[src/rtl/stage_3_execute_pkg.sv]
// stage_3_execute_pkg: opcode/function codes, mult/div FSM states and iteration count
// Rev 1.0
`default_nettype none

package stage_3_execute_pkg;

  localparam int MD_ITER = 32;

  localparam logic [5:0] OP_RTYPE = 6'h00;
  localparam logic [5:0] OP_BEQ   = 6'h04;
  localparam logic [5:0] OP_BNE   = 6'h05;
  localparam logic [5:0] OP_ADDI  = 6'h08;
  localparam logic [5:0] OP_ADDIU = 6'h09;
  localparam logic [5:0] OP_SLTI  = 6'h0A;
  localparam logic [5:0] OP_SLTIU = 6'h0B;
  localparam logic [5:0] OP_ANDI  = 6'h0C;
  localparam logic [5:0] OP_ORI   = 6'h0D;
  localparam logic [5:0] OP_XORI  = 6'h0E;
  localparam logic [5:0] OP_LUI   = 6'h0F;
  localparam logic [5:0] OP_LB    = 6'h20;
  localparam logic [5:0] OP_LH    = 6'h21;
  localparam logic [5:0] OP_LW    = 6'h23;
  localparam logic [5:0] OP_LBU   = 6'h24;
  localparam logic [5:0] OP_LHU   = 6'h25;
  localparam logic [5:0] OP_SB    = 6'h28;
  localparam logic [5:0] OP_SH    = 6'h29;
  localparam logic [5:0] OP_SW    = 6'h2B;

  localparam logic [5:0] FN_SLL   = 6'h00;
  localparam logic [5:0] FN_SRL   = 6'h02;
  localparam logic [5:0] FN_SRA   = 6'h03;
  localparam logic [5:0] FN_SLLV  = 6'h04;
  localparam logic [5:0] FN_SRLV  = 6'h06;
  localparam logic [5:0] FN_SRAV  = 6'h07;
  localparam logic [5:0] FN_MFHI  = 6'h10;
  localparam logic [5:0] FN_MTHI  = 6'h11;
  localparam logic [5:0] FN_MFLO  = 6'h12;
  localparam logic [5:0] FN_MTLO  = 6'h13;
  localparam logic [5:0] FN_MULT  = 6'h18;
  localparam logic [5:0] FN_MULTU = 6'h19;
  localparam logic [5:0] FN_DIV   = 6'h1A;
  localparam logic [5:0] FN_DIVU  = 6'h1B;
  localparam logic [5:0] FN_ADD   = 6'h20;
  localparam logic [5:0] FN_ADDU  = 6'h21;
  localparam logic [5:0] FN_SUB   = 6'h22;
  localparam logic [5:0] FN_SUBU  = 6'h23;
  localparam logic [5:0] FN_AND   = 6'h24;
  localparam logic [5:0] FN_OR    = 6'h25;
  localparam logic [5:0] FN_XOR   = 6'h26;
  localparam logic [5:0] FN_NOR   = 6'h27;
  localparam logic [5:0] FN_SLT   = 6'h2A;
  localparam logic [5:0] FN_SLTU  = 6'h2B;

  typedef enum logic [1:0] {
    MD_IDLE = 2'd0,
    MD_BUSY = 2'd1,
    MD_DONE = 2'd2
  } md_state_e;

endpackage

`default_nettype wire

[src/rtl/stage_3_muldiv.sv]
// stage_3_muldiv: iterative shift-add multiplier / restoring divider owning HI/LO
// Rev 1.0
`default_nettype none

module stage_3_muldiv
  import stage_3_execute_pkg::*;
#(
  parameter int WIDTH = 32
) (
  input  logic             clk_i,
  input  logic             rst_ni,
  input  logic [5:0]       op_i,
  input  logic [5:0]       func_i,
  input  logic [WIDTH-1:0] a_i,
  input  logic [WIDTH-1:0] b_i,
  output logic             stall_o,
  output logic [WIDTH-1:0] hi_o,
  output logic [WIDTH-1:0] lo_o
);

  localparam int CW = $clog2(MD_ITER);

  md_state_e          state_q, state_d;
  logic [CW-1:0]      cnt_q, cnt_d;
  logic [WIDTH-1:0]   hi_q, hi_d, lo_q, lo_d, opb_q, opb_d;
  logic [2*WIDTH-1:0] acc_q, acc_d;
  logic               is_div_q, is_div_d, neg_q, neg_d, neg_rem_q, neg_rem_d, div0_q, div0_d;

  logic               rtype, md_req, signed_op, sa, sb;
  logic [WIDTH-1:0]   mag_a, mag_b;
  logic [WIDTH:0]     mul_sum, rem_sh, rem_diff;
  logic [2*WIDTH-1:0] mul_next, div_next, step, prod_fix;
  logic [WIDTH-1:0]   quot_fix, rem_fix;

  // Reset gates issue so stall is low for the whole time reset is held.
  assign rtype     = (op_i == OP_RTYPE);
  assign md_req    = rst_ni && rtype && (func_i == FN_MULT || func_i == FN_MULTU ||
                                         func_i == FN_DIV  || func_i == FN_DIVU);
  assign signed_op = (func_i == FN_MULT) || (func_i == FN_DIV);
  assign sa        = signed_op & a_i[WIDTH-1];
  assign sb        = signed_op & b_i[WIDTH-1];
  assign mag_a     = sa ? -a_i : a_i;
  assign mag_b     = sb ? -b_i : b_i;

  // acc holds {partial product, multiplier} or {remainder, dividend/quotient}.
  assign mul_sum  = {1'b0, acc_q[2*WIDTH-1:WIDTH]} + (acc_q[0] ? {1'b0, opb_q} : '0);
  assign mul_next = {mul_sum, acc_q[WIDTH-1:1]};
  assign rem_sh   = acc_q[2*WIDTH-1:WIDTH-1];
  assign rem_diff = rem_sh - {1'b0, opb_q};
  assign div_next = rem_diff[WIDTH] ? {rem_sh[WIDTH-1:0], acc_q[WIDTH-2:0], 1'b0}
                                    : {rem_diff[WIDTH-1:0], acc_q[WIDTH-2:0], 1'b1};
  assign step     = is_div_q ? div_next : mul_next;
  assign prod_fix = neg_q ? -step : step;
  assign quot_fix = div0_q ? '1 : (neg_q ? -step[WIDTH-1:0] : step[WIDTH-1:0]);
  assign rem_fix  = neg_rem_q ? -step[2*WIDTH-1:WIDTH] : step[2*WIDTH-1:WIDTH];

  always_comb begin
    state_d   = state_q;
    cnt_d     = cnt_q;
    acc_d     = acc_q;
    opb_d     = opb_q;
    is_div_d  = is_div_q;
    neg_d     = neg_q;
    neg_rem_d = neg_rem_q;
    div0_d    = div0_q;
    hi_d      = hi_q;
    lo_d      = lo_q;
    stall_o   = 1'b0;

    if (state_q != MD_BUSY && rtype) begin
      if (func_i == FN_MTHI) hi_d = a_i;
      if (func_i == FN_MTLO) lo_d = a_i;
    end

    case (state_q)
      MD_IDLE: begin
        if (md_req) begin
          stall_o   = 1'b1;
          acc_d     = {{WIDTH{1'b0}}, mag_a};
          opb_d     = mag_b;
          is_div_d  = func_i[1];
          neg_d     = sa ^ sb;
          neg_rem_d = sa;
          div0_d    = (b_i == '0);
          cnt_d     = '0;
          state_d   = MD_BUSY;
        end
      end
      MD_BUSY: begin
        stall_o = 1'b1;
        acc_d   = step;
        cnt_d   = cnt_q + 1'b1;
        if (cnt_q == CW'(MD_ITER - 1)) begin
          state_d = MD_DONE;
          if (is_div_q) begin
            hi_d = rem_fix;
            lo_d = quot_fix;
          end else begin
            {hi_d, lo_d} = prod_fix;
          end
        end
      end
      MD_DONE: state_d = MD_IDLE;
      default: state_d = MD_IDLE;
    endcase
  end

  always_ff @(posedge clk_i or negedge rst_ni) begin
    if (!rst_ni) begin
      state_q   <= MD_IDLE;
      cnt_q     <= '0;
      acc_q     <= '0;
      opb_q     <= '0;
      is_div_q  <= 1'b0;
      neg_q     <= 1'b0;
      neg_rem_q <= 1'b0;
      div0_q    <= 1'b0;
      hi_q      <= '0;
      lo_q      <= '0;
    end else begin
      state_q   <= state_d;
      cnt_q     <= cnt_d;
      acc_q     <= acc_d;
      opb_q     <= opb_d;
      is_div_q  <= is_div_d;
      neg_q     <= neg_d;
      neg_rem_q <= neg_rem_d;
      div0_q    <= div0_d;
      hi_q      <= hi_d;
      lo_q      <= lo_d;
    end
  end

  assign hi_o = hi_q;
  assign lo_o = lo_q;

endmodule

`default_nettype wire

[src/rtl/stage_3_execute.sv]
// stage_3_execute: combinational ALU, branch compare and result mux around the mult/div unit
// Rev 1.0
`default_nettype none

module stage_3_execute
  import stage_3_execute_pkg::*;
#(
  parameter int WIDTH = 32
) (
  input  logic             clk_i,
  input  logic             rst_ni,
  input  logic [5:0]       op_i,
  input  logic [5:0]       func_i,
  input  logic [4:0]       shamt_i,
  input  logic [WIDTH-1:0] alu_data_1_i,
  input  logic [WIDTH-1:0] alu_data_2_i,
  input  logic [WIDTH-1:0] reg_data_2_i,
  input  logic [WIDTH-1:0] expand_imm_i,
  input  logic             branch_i,
  output logic [WIDTH-1:0] alu_result_o,
  output logic             zero_o,
  output logic             overflow_o,
  output logic             branch_taken_o,
  output logic             stall_o,
  output logic [WIDTH-1:0] hi_o,
  output logic [WIDTH-1:0] lo_o
);

  logic [WIDTH-1:0] a, b, sum, diff, hi, lo;
  logic             add_ovf, sub_ovf, lt_s, lt_u;

  assign a       = alu_data_1_i;
  assign b       = alu_data_2_i;
  assign sum     = a + b;
  assign diff    = a - b;
  assign add_ovf = (a[WIDTH-1] == b[WIDTH-1]) && (sum[WIDTH-1] != a[WIDTH-1]);
  assign sub_ovf = (a[WIDTH-1] != b[WIDTH-1]) && (diff[WIDTH-1] != a[WIDTH-1]);
  assign lt_s    = $signed(a) < $signed(b);
  assign lt_u    = a < b;

  stage_3_muldiv #(.WIDTH(WIDTH)) u_muldiv (
    .clk_i   (clk_i),
    .rst_ni  (rst_ni),
    .op_i    (op_i),
    .func_i  (func_i),
    .a_i     (a),
    .b_i     (b),
    .stall_o (stall_o),
    .hi_o    (hi),
    .lo_o    (lo)
  );

  assign hi_o           = hi;
  assign lo_o           = lo;
  assign zero_o         = (a == b);
  assign branch_taken_o = branch_i & ((op_i == OP_BEQ) ? zero_o : ~zero_o);

  always_comb begin
    alu_result_o = '0;
    overflow_o   = 1'b0;
    case (op_i)
      OP_RTYPE: begin
        case (func_i)
          FN_ADD:  begin alu_result_o = sum;  overflow_o = add_ovf; end
          FN_ADDU: alu_result_o = sum;
          FN_SUB:  begin alu_result_o = diff; overflow_o = sub_ovf; end
          FN_SUBU: alu_result_o = diff;
          FN_AND:  alu_result_o = a & b;
          FN_OR:   alu_result_o = a | b;
          FN_XOR:  alu_result_o = a ^ b;
          FN_NOR:  alu_result_o = ~(a | b);
          FN_SLT:  alu_result_o = {{(WIDTH-1){1'b0}}, lt_s};
          FN_SLTU: alu_result_o = {{(WIDTH-1){1'b0}}, lt_u};
          FN_SLL:  alu_result_o = b << shamt_i;
          FN_SRL:  alu_result_o = b >> shamt_i;
          FN_SRA:  alu_result_o = $signed(b) >>> shamt_i;
          FN_SLLV: alu_result_o = b << a[4:0];
          FN_SRLV: alu_result_o = b >> a[4:0];
          FN_SRAV: alu_result_o = $signed(b) >>> a[4:0];
          FN_MFHI: alu_result_o = hi;
          FN_MFLO: alu_result_o = lo;
          default: alu_result_o = '0;
        endcase
      end
      OP_ADDI:  begin alu_result_o = sum; overflow_o = add_ovf; end
      OP_ADDIU: alu_result_o = sum;
      OP_SLTI:  alu_result_o = {{(WIDTH-1){1'b0}}, lt_s};
      OP_SLTIU: alu_result_o = {{(WIDTH-1){1'b0}}, lt_u};
      OP_ANDI:  alu_result_o = a & b;
      OP_ORI:   alu_result_o = a | b;
      OP_XORI:  alu_result_o = a ^ b;
      OP_LUI:   alu_result_o = {expand_imm_i[15:0], {(WIDTH-16){1'b0}}};
      OP_LB, OP_LH, OP_LW, OP_LBU, OP_LHU, OP_SB, OP_SH, OP_SW:
                alu_result_o = sum;
      default:  alu_result_o = '0;
    endcase
  end

endmodule

`default_nettype wire

[config.mk]
export PLATFORM = sky130hd
export DESIGN_NAME = stage_3_execute
export DESIGN_NICKNAME = d
export VERILOG_FILES = /design/src/rtl/stage_3_execute_pkg.sv /design/src/rtl/stage_3_muldiv.sv /design/src/rtl/stage_3_execute.sv
export SDC_FILE = /design/constraint.sdc
export NUM_CORES = 1
export LEC_CHECK = 0
export CAP_MARGIN = 20
export CELL_PAD_IN_SITES_DETAIL_PLACEMENT = 0
export CELL_PAD_IN_SITES_GLOBAL_PLACEMENT = 2
export CORE_MARGIN = 8
export CORE_UTILIZATION = 32
export DETAILED_ROUTE_END_ITERATION = 8
export PLACE_DENSITY_LB_ADDON = 0.1
export SLEW_MARGIN = 10
export SYNTH_ARGS = -nofsm -noshare
export SYNTH_HDL_FRONTEND = slang
export SYNTH_SLANG_ARGS = --single-unit
[constraint.sdc]
create_clock -name clk_i -period 6.2 [get_ports clk_i]
set_input_delay 1.24 -clock clk_i [delete_from_list [all_inputs] [get_ports clk_i]]
set_output_delay 1.24 -clock clk_i [all_outputs]
set_load 0.005 [all_outputs]
==> impl_metrics.yaml, run 1 <==
floorplanning:
  die_w_um: 304
  row_count: 105
  die-height_um: 304
  dieArea_um2: 92400
  io_pins: 248
  initial_core_util_pct: 32.3
  coreArea_um2: 82100
timing:
  finalClockSkew_ns: 0.0215
  finalCritPeriodShare_pct: 101
  tightestPinTransition_ns: 1.15
  layout_setup_ws_ns: -0.0825
  rsz0062_at_grt: "yes"
  period_needed_ns: 6.28
  slew_headroom_pct: 21.0
  hold_viol_final: 0
  holdWs_ns: 0.510
  timing.fmax_mhz: 159
  slew_viol_final: 0
  setup_violations: 4
grt:
  antenna_found_initial: 13
  grt_pass1_wl_um: 245000
  globalRouteOverflowTotal: 0
  grtUsageTotal_pct: 36.0
  first_global_vias: 32600
  grt_max_degree: 113
layout:
  drive_gt1_share_pct: 27.3
  post-route-util_pct: 45.9
  fin_nets: 4685
  syn2layout_area_growth_pct: 42.0
  final_cells: 5454
critical_path:
  critPathTopFamily: "buffers and inverters"
  path_common_cell: "buf_4"
  worstPathArrival_ns: 5.04
  required_ns: 4.96
  crit_fanout: 6
  crit_slowest_cell: "nor3_4"
  end_kind: "primary output"
  critical_path.startpoint_type: "input pin"
  slowest_delay_ns: 0.38
  crit_buf_inv: 10
  crit_chain: "buf_8 > nor3_4 > buf_6 > buf_4 > nand3_4 > mux2i_4 > buf_6 > buf_8 > mux2i_2 > buf_4 > mux2i_2 > mux2i_1 > buf_4 > mux2i_4 > a221oi_2 > a31oi_1 > buf_4 > a2111oi_4 > buf_4 > o41ai_2 > o21ai_1 > nand2_1 > buf_2"
  critPathKind: "input pin to primary output"
yosys:
  synth_edf_count: 0
  async_flop_share_pct: 100
  synth-main-ff-cell: "dfrtp_1"
  yosysSeqAreaShare_pct: 16.1
  yosysWarnings: 0
  ys_seq_elements: 171
  synth_cells: 3576
  syn-num-nets: 3894
  avgSynthCellArea_um2: 7.42
  synth_area_um2: 26500
  synth.distinct_cells: 105
clock_tree:
  cts_tree: "done"
  cts_num_sinks: 171
  htree_levels: 4
  cts-buffers-inserted: 17
  worstSkewPairLatency_ns: 0.47
  hold_buffers: 0
  cts_buffer_depth: 2
  path_clk_slew_ns: 0.07
  root_buffer: "clkbuf_16"
power_and_ir_drop:
  power.density_nw_per_um2: 277
  max-vdd-ir-drop_mv: 0.310
  power.total_w: 0.0104
  leakage_nw: 16.6
detailed_routing:
  drc: 0
  wl_um: 177000
  first_iter_violations: 4343
  dr.pass1.iters: 6
  vias_per_cell: 6.26
  wire_per_inst_um: 32.5
  num_vias: 34100
  postRouteAntennaNets: 0
worst_hold_path:
  hp-class: "flop to flop"
placement:
  place_ws_ns: -1.37
  port_buffers: 199
  post-place-cells: 5335
  dp_hpwl_um: 144000
  gp_congestion: 1.06
job:
  drv_cap: 0
status:
  violations: "negative setup slack"
  outcome: "finished, violations left"
## sequential cells by signal, summed over array words and instances (netlist names), 2 cells and up
signal and cells:
u_muldiv.hi_o 32, u_muldiv.cnt_q 5, u_muldiv.state_q 2, u_muldiv.lo_o 32, u_muldiv.acc_q 64, u_muldiv.opb_q 32
## metrics by stage
| step | TNS [ns] | cell area [µm²] |
|---|---|---|
| after floorplan | 0 | 26500 |
| after global routing | -0.794 | 37700 |
| after detailed placement | -34.08 | 35000 |
| after global placement | -33.08 | 35000 |
| after CTS | -0.0429 | 36800 |
| final | -0.198 | 37700 |
## metal layers
metal  vias to the layer above  track usage [%]  part of all wire [%]
met1                     16800             48.5                    42
met3                       377             11.0                    12
met4                         8             14.3                   5.3
met5                         -                0                  0.16
met2                      2064             53.0                    41
li1                      14800                -                     -
## power breakdown
| part | internal (W) | switching (W) | leakage (nW) |
|---|---|---|---|
| Combinational | 0.00305 | 0.00463 | 14.3 |
| Clock | 0.000589 | 0.000578 | 0.295 |
| Sequential | 0.00130 | 0.000298 | 2.07 |
## logic make-up after synthesis
kind of cell | Yosys count | synth area share [%]
buf+inv | 409 | 6.03
xor+xnor | 228 | 7.52
mux | 323 | 13.2
fa+ha+maj | 170 | 8.13
flops | 171 | 16.1
compound gates | 1179 | 29.8
simple gates | 1096 | 19.2
## Yosys cell counts (all sizes together), types with 31 or more instances
cell type / n / area share [%]
xnor2: 165 / 5.4
a32oi: 43 / 1.4
a211oi: 82 / 2.3
nor3: 63 / 1.2
dfrtp: 171 / 16
nand3: 96 / 1.8
o211ai: 36 / 1.1
nand2: 459 / 6.5
xor2: 63 / 2.1
clkbuf: 203 / 2.9
nor2b: 49 / 1.2
o21ai: 286 / 5.4
and2: 52 / 1.2
inv: 144 / 2.0
a31oi: 57 / 1.4
o221ai: 46 / 1.5
nor2: 220 / 3.1
buf: 58 / 1.1
o21bai: 31 / 0.88
a21o: 52 / 1.5
a221oi: 48 / 1.7
ha: 166 / 7.8
a21oi: 256 / 4.9
mux2i: 280 / 11
## worst min-delay path, delay by kind of cell, from the launching register on
kind / cells / cell delay, ns
flops: 1 / 0.37
simple gates: 1 / 0.05
compound gates: 1 / 0.06
## layout make-up
cell class	instances	area [µm²]
tap	1070	1340
clock inverter	14	170
fill	8242	44400
antenna	4	10.0
sequential	171	4280
inverter	148	558
clock buffer	18	439
timing repair buffer	1033	8850
multi-input combinational	2996	22000
## path summary, 6_finish.rpt
kind	startpoint	endpoint	slack (ns)	cells after the start
setup / recovery	func_i[3]	alu_result_o[30]	-0.08	23
hold / removal	u_muldiv.opb_q[1]$_DFFE_PN0P_	u_muldiv.opb_q[1]$_DFFE_PN0P_	0.51	2
setup reg to reg	u_muldiv.acc_q[31]$_DFFE_PN0P_	u_muldiv.hi_o[20]$_DFF_PN0_	0.36	19
hold reg to reg	u_muldiv.opb_q[1]$_DFFE_PN0P_	u_muldiv.opb_q[1]$_DFFE_PN0P_	0.51	2
max in group asynchronous	rst_ni	u_muldiv.lo_o[15]$_DFF_PN0_	3.37	3
min in group asynchronous	rst_ni	u_muldiv.acc_q[28]$_DFFE_PN0P_	0.76	1
## timing repair
item / CTS / global route
endpoints found under the setup margin: 33 / 33
gates resized for setup: 305 / 159
setup buffers: 50 / 37
pin swaps: 77 / 52
cloned: 3 / 0
## cells in the final DEF, fill, tap and decap left out, drive strengths merged, types with 21 or more instances in the layout
cell type,instances
nand2b,28
buf,848
dlygate4sd2,30
clkdlybuf4s50,138
xor2,63
nand2,459
a21oi,256
mux2,25
nand4,22
a221oi,48
a211oi,82
and2,52
nor4,21
o211ai,36
and3,22
dfrtp,171
o31ai,26
o21ai,286
inv,152
o21a,23
a21o,52
a31oi,57
a22oi,29
o21bai,31
clkbuf,23
nand3,96
nor2b,49
xnor2,165
nor3,63
nor2,220
ha,166
mux2i,280
o221ai,46
a32oi,43
Note: power is estimated with default switching activity, not from simulation.
==> run 2, diff against run 1 <==
Settings changed: ABC_AREA from default to 0, PLACE_DENSITY_LB_ADDON 0.1 to 0.2.
Clock period 6.2 ns to 5.5 ns, I/O delays scaled along.
==> impl_metrics.yaml, run 2 (same netlist as run 1, synthesis figures left out) <==
timing:
  tightestPinTransition_ns: 1.26
  holdWs_ns: 0.495
  finalClockSkew_ns: 0.0243
  setup_tns_ns: -2.28
  finalCritPeriodShare_pct: 104
  layout_setup_ws_ns: -0.218
  timing.fmax_mhz: 175
  period_needed_ns: 5.72
  rsz0062_at_grt: "yes"
  setup_violations: 24
  hold_viol_final: 0
  slew_headroom_pct: 16.0
  slew_viol_final: 0
critical_path:
  critPathKind: "input pin to primary output"
  crit_fanout: 8
  path_common_cell: "buf_4"
  worstPathArrival_ns: 4.62
  end_kind: "primary output"
  rrSetupSlack_ns: 0.07
  critical_path.startpoint_type: "input pin"
  r2r_start: "u_muldiv.acc_q[31]$_DFFE_PN0P_"
  rr_worst_depth: 18
  slowest_delay_ns: 0.54
  crit_chain: "clkdlybuf4s15_1 > inv_1 > ha_1 > buf_4 > or3_4 > a21oi_2 > o21ai_2 > a31oi_2 > a221o_1 > buf_6 > a2111oi_4 > or4_4 > buf_4 > o311ai_1 > o21ai_1 > nand2_1 > buf_2"
  required_ns: 4.40
  crit_slowest_cell: "or4_4"
  r2r-end: "u_muldiv.hi_o[23]$_DFF_PN0_"
floorplanning:
  initial_core_util_pct: 32.3
  row_count: 105
  io_pins: 248
  dieArea_um2: 92400
  coreArea_um2: 82100
  die-height_um: 304
  die_w_um: 304
placement:
  gp_congestion: 1.08
  dp_hpwl_um: 147000
  post-place-cells: 5468
  port_buffers: 199
  place_area_um2: 36000
layout:
  largest_reg_flops: 64
  syn2layout_area_growth_pct: 51.6
  fin_area_um2: 40200
  drive_gt1_share_pct: 33.2
  final_cell_mix: "buf_4, nand2_1, o21ai_0"
  final_cells: 5617
  regMostFlops: "u_muldiv.acc_q"
  final_common_cell: "buf_4"
  fin_nets: 4845
  fillCellCount: 7983
  post-route-util_pct: 49.0
clock_tree:
  worstSkewPairLatency_ns: 0.47
  cts_buffer_depth: 2
  hold_buffers: 0
  path_clk_slew_ns: 0.08
  htree_levels: 4
  cts-buffers-inserted: 17
  root_buffer: "clkbuf_16"
  cts_tree: "done"
  cts_num_sinks: 171
power_and_ir_drop:
  leakage_nw: 17.6
  max-vdd-ir-drop_mv: 0.254
  power.density_nw_per_um2: 295
grt:
  grt_max_degree: 103
  grt_pass1_wl_um: 251000
  globalRouteOverflowTotal: 0
  grtUsageTotal_pct: 36.9
  first_global_vias: 33600
  antenna_found_initial: 13
worst_hold_path:
  hp-class: "flop to flop"
  hold_path_depth: 1
  hold_end: "u_muldiv.cnt_q[3]$_DFFE_PN0P_"
  holdCritStartpoint: "u_muldiv.cnt_q[3]$_DFFE_PN0P_"
status:
  violations: "negative setup slack"
  outcome: "finished, violations left"
detailed_routing:
  num_vias: 35700
  wl_um: 184000
  wire_per_inst_um: 32.7
  vias_per_cell: 6.36
  dr.pass1.iters: 6
  postRouteAntennaNets: 0
  drc: 0
  first_iter_violations: 4634
job:
  drv_cap: 0
run 2: timing repair:
item	4_1_cts	5_1_grt
resized for setup	477	314
gates cloned	3	7
setup buffers	61	50
pin swaps	96	113
setup endpoints to repair	35	49
run 2: metrics by stage:
stage | power [W] | setup slack (ns)
final | 0.0119 | -0.218
after global routing | 0.0124 | -0.350
after CTS | 0.0113 | -0.290
after detailed placement | 0.00974 | -1.44
after global placement | 0.00969 | -1.43
after floorplan | 0.00621 | -0.0132
run 2: power by group:
| part | switching [W] | internal [W] | total, W |
|---|---|---|---|
| combinational | 0.00520 | 0.00359 | 0.00879 |
| clock | 0.000643 | 0.000665 | 0.00131 |
| sequential | 0.000326 | 0.00146 | 0.00179 |
| total | 0.00617 | 0.00572 | 0.0119 |
run 2: final cells by class:
cell class | count | area (µm²) | area share (%)
Multi-Input combinational cell | 2996 | 23100 | 57.5
Inverter | 148 | 579 | 1.44
Timing Repair Buffer | 1193 | 10300 | 25.6
Tap cell | 1070 | 1340 | 3.33
Antenna cell | 7 | 17.5 | 0.0435
Clock inverter | 14 | 174 | 0.432
Sequential cell | 171 | 4280 | 10.6
Clock buffer | 18 | 439 | 1.09
run 2: how the worst max path moves through the flow:
stage | depth (start not counted) | to | startpoint | slack, ns
2_1_floorplan | 16 | alu_result_o[29] | alu_data_1_i[1] | -0.01
3_3_place_gp | 18 | alu_result_o[30] | alu_data_2_i[0] | -1.43
5_1_grt | 21 | alu_result_o[30] | alu_data_1_i[0] | -0.35
3_5_place_dp | 17 | alu_result_o[28] | func_i[3] | -1.44
4_1_cts | 21 | alu_result_o[30] | alu_data_1_i[0] | -0.29
6_report | 17 | alu_result_o[30] | alu_data_2_i[8] | -0.22
run 2: critical path: cells and delay by family:
family / cells / cell delay, ns
buffers and inverters: 6 / 1.04
adder cells (fa/ha/maj): 1 / 0.33
AO/OA/AOI/OAI: 7 / 1.13
AND/OR/NAND/NOR: 3 / 1.01
run 2: metal layers:
metal	vias up	GRT usage, %	wire length, µm	share of wire, %
met1	17600	49.8	75300	41
li1	15200	-	-	-
met3	523	10.8	22300	12
met5	-	0	92	0.050
met4	14	16.9	11100	6.1
met2	2436	53.6	74900	41
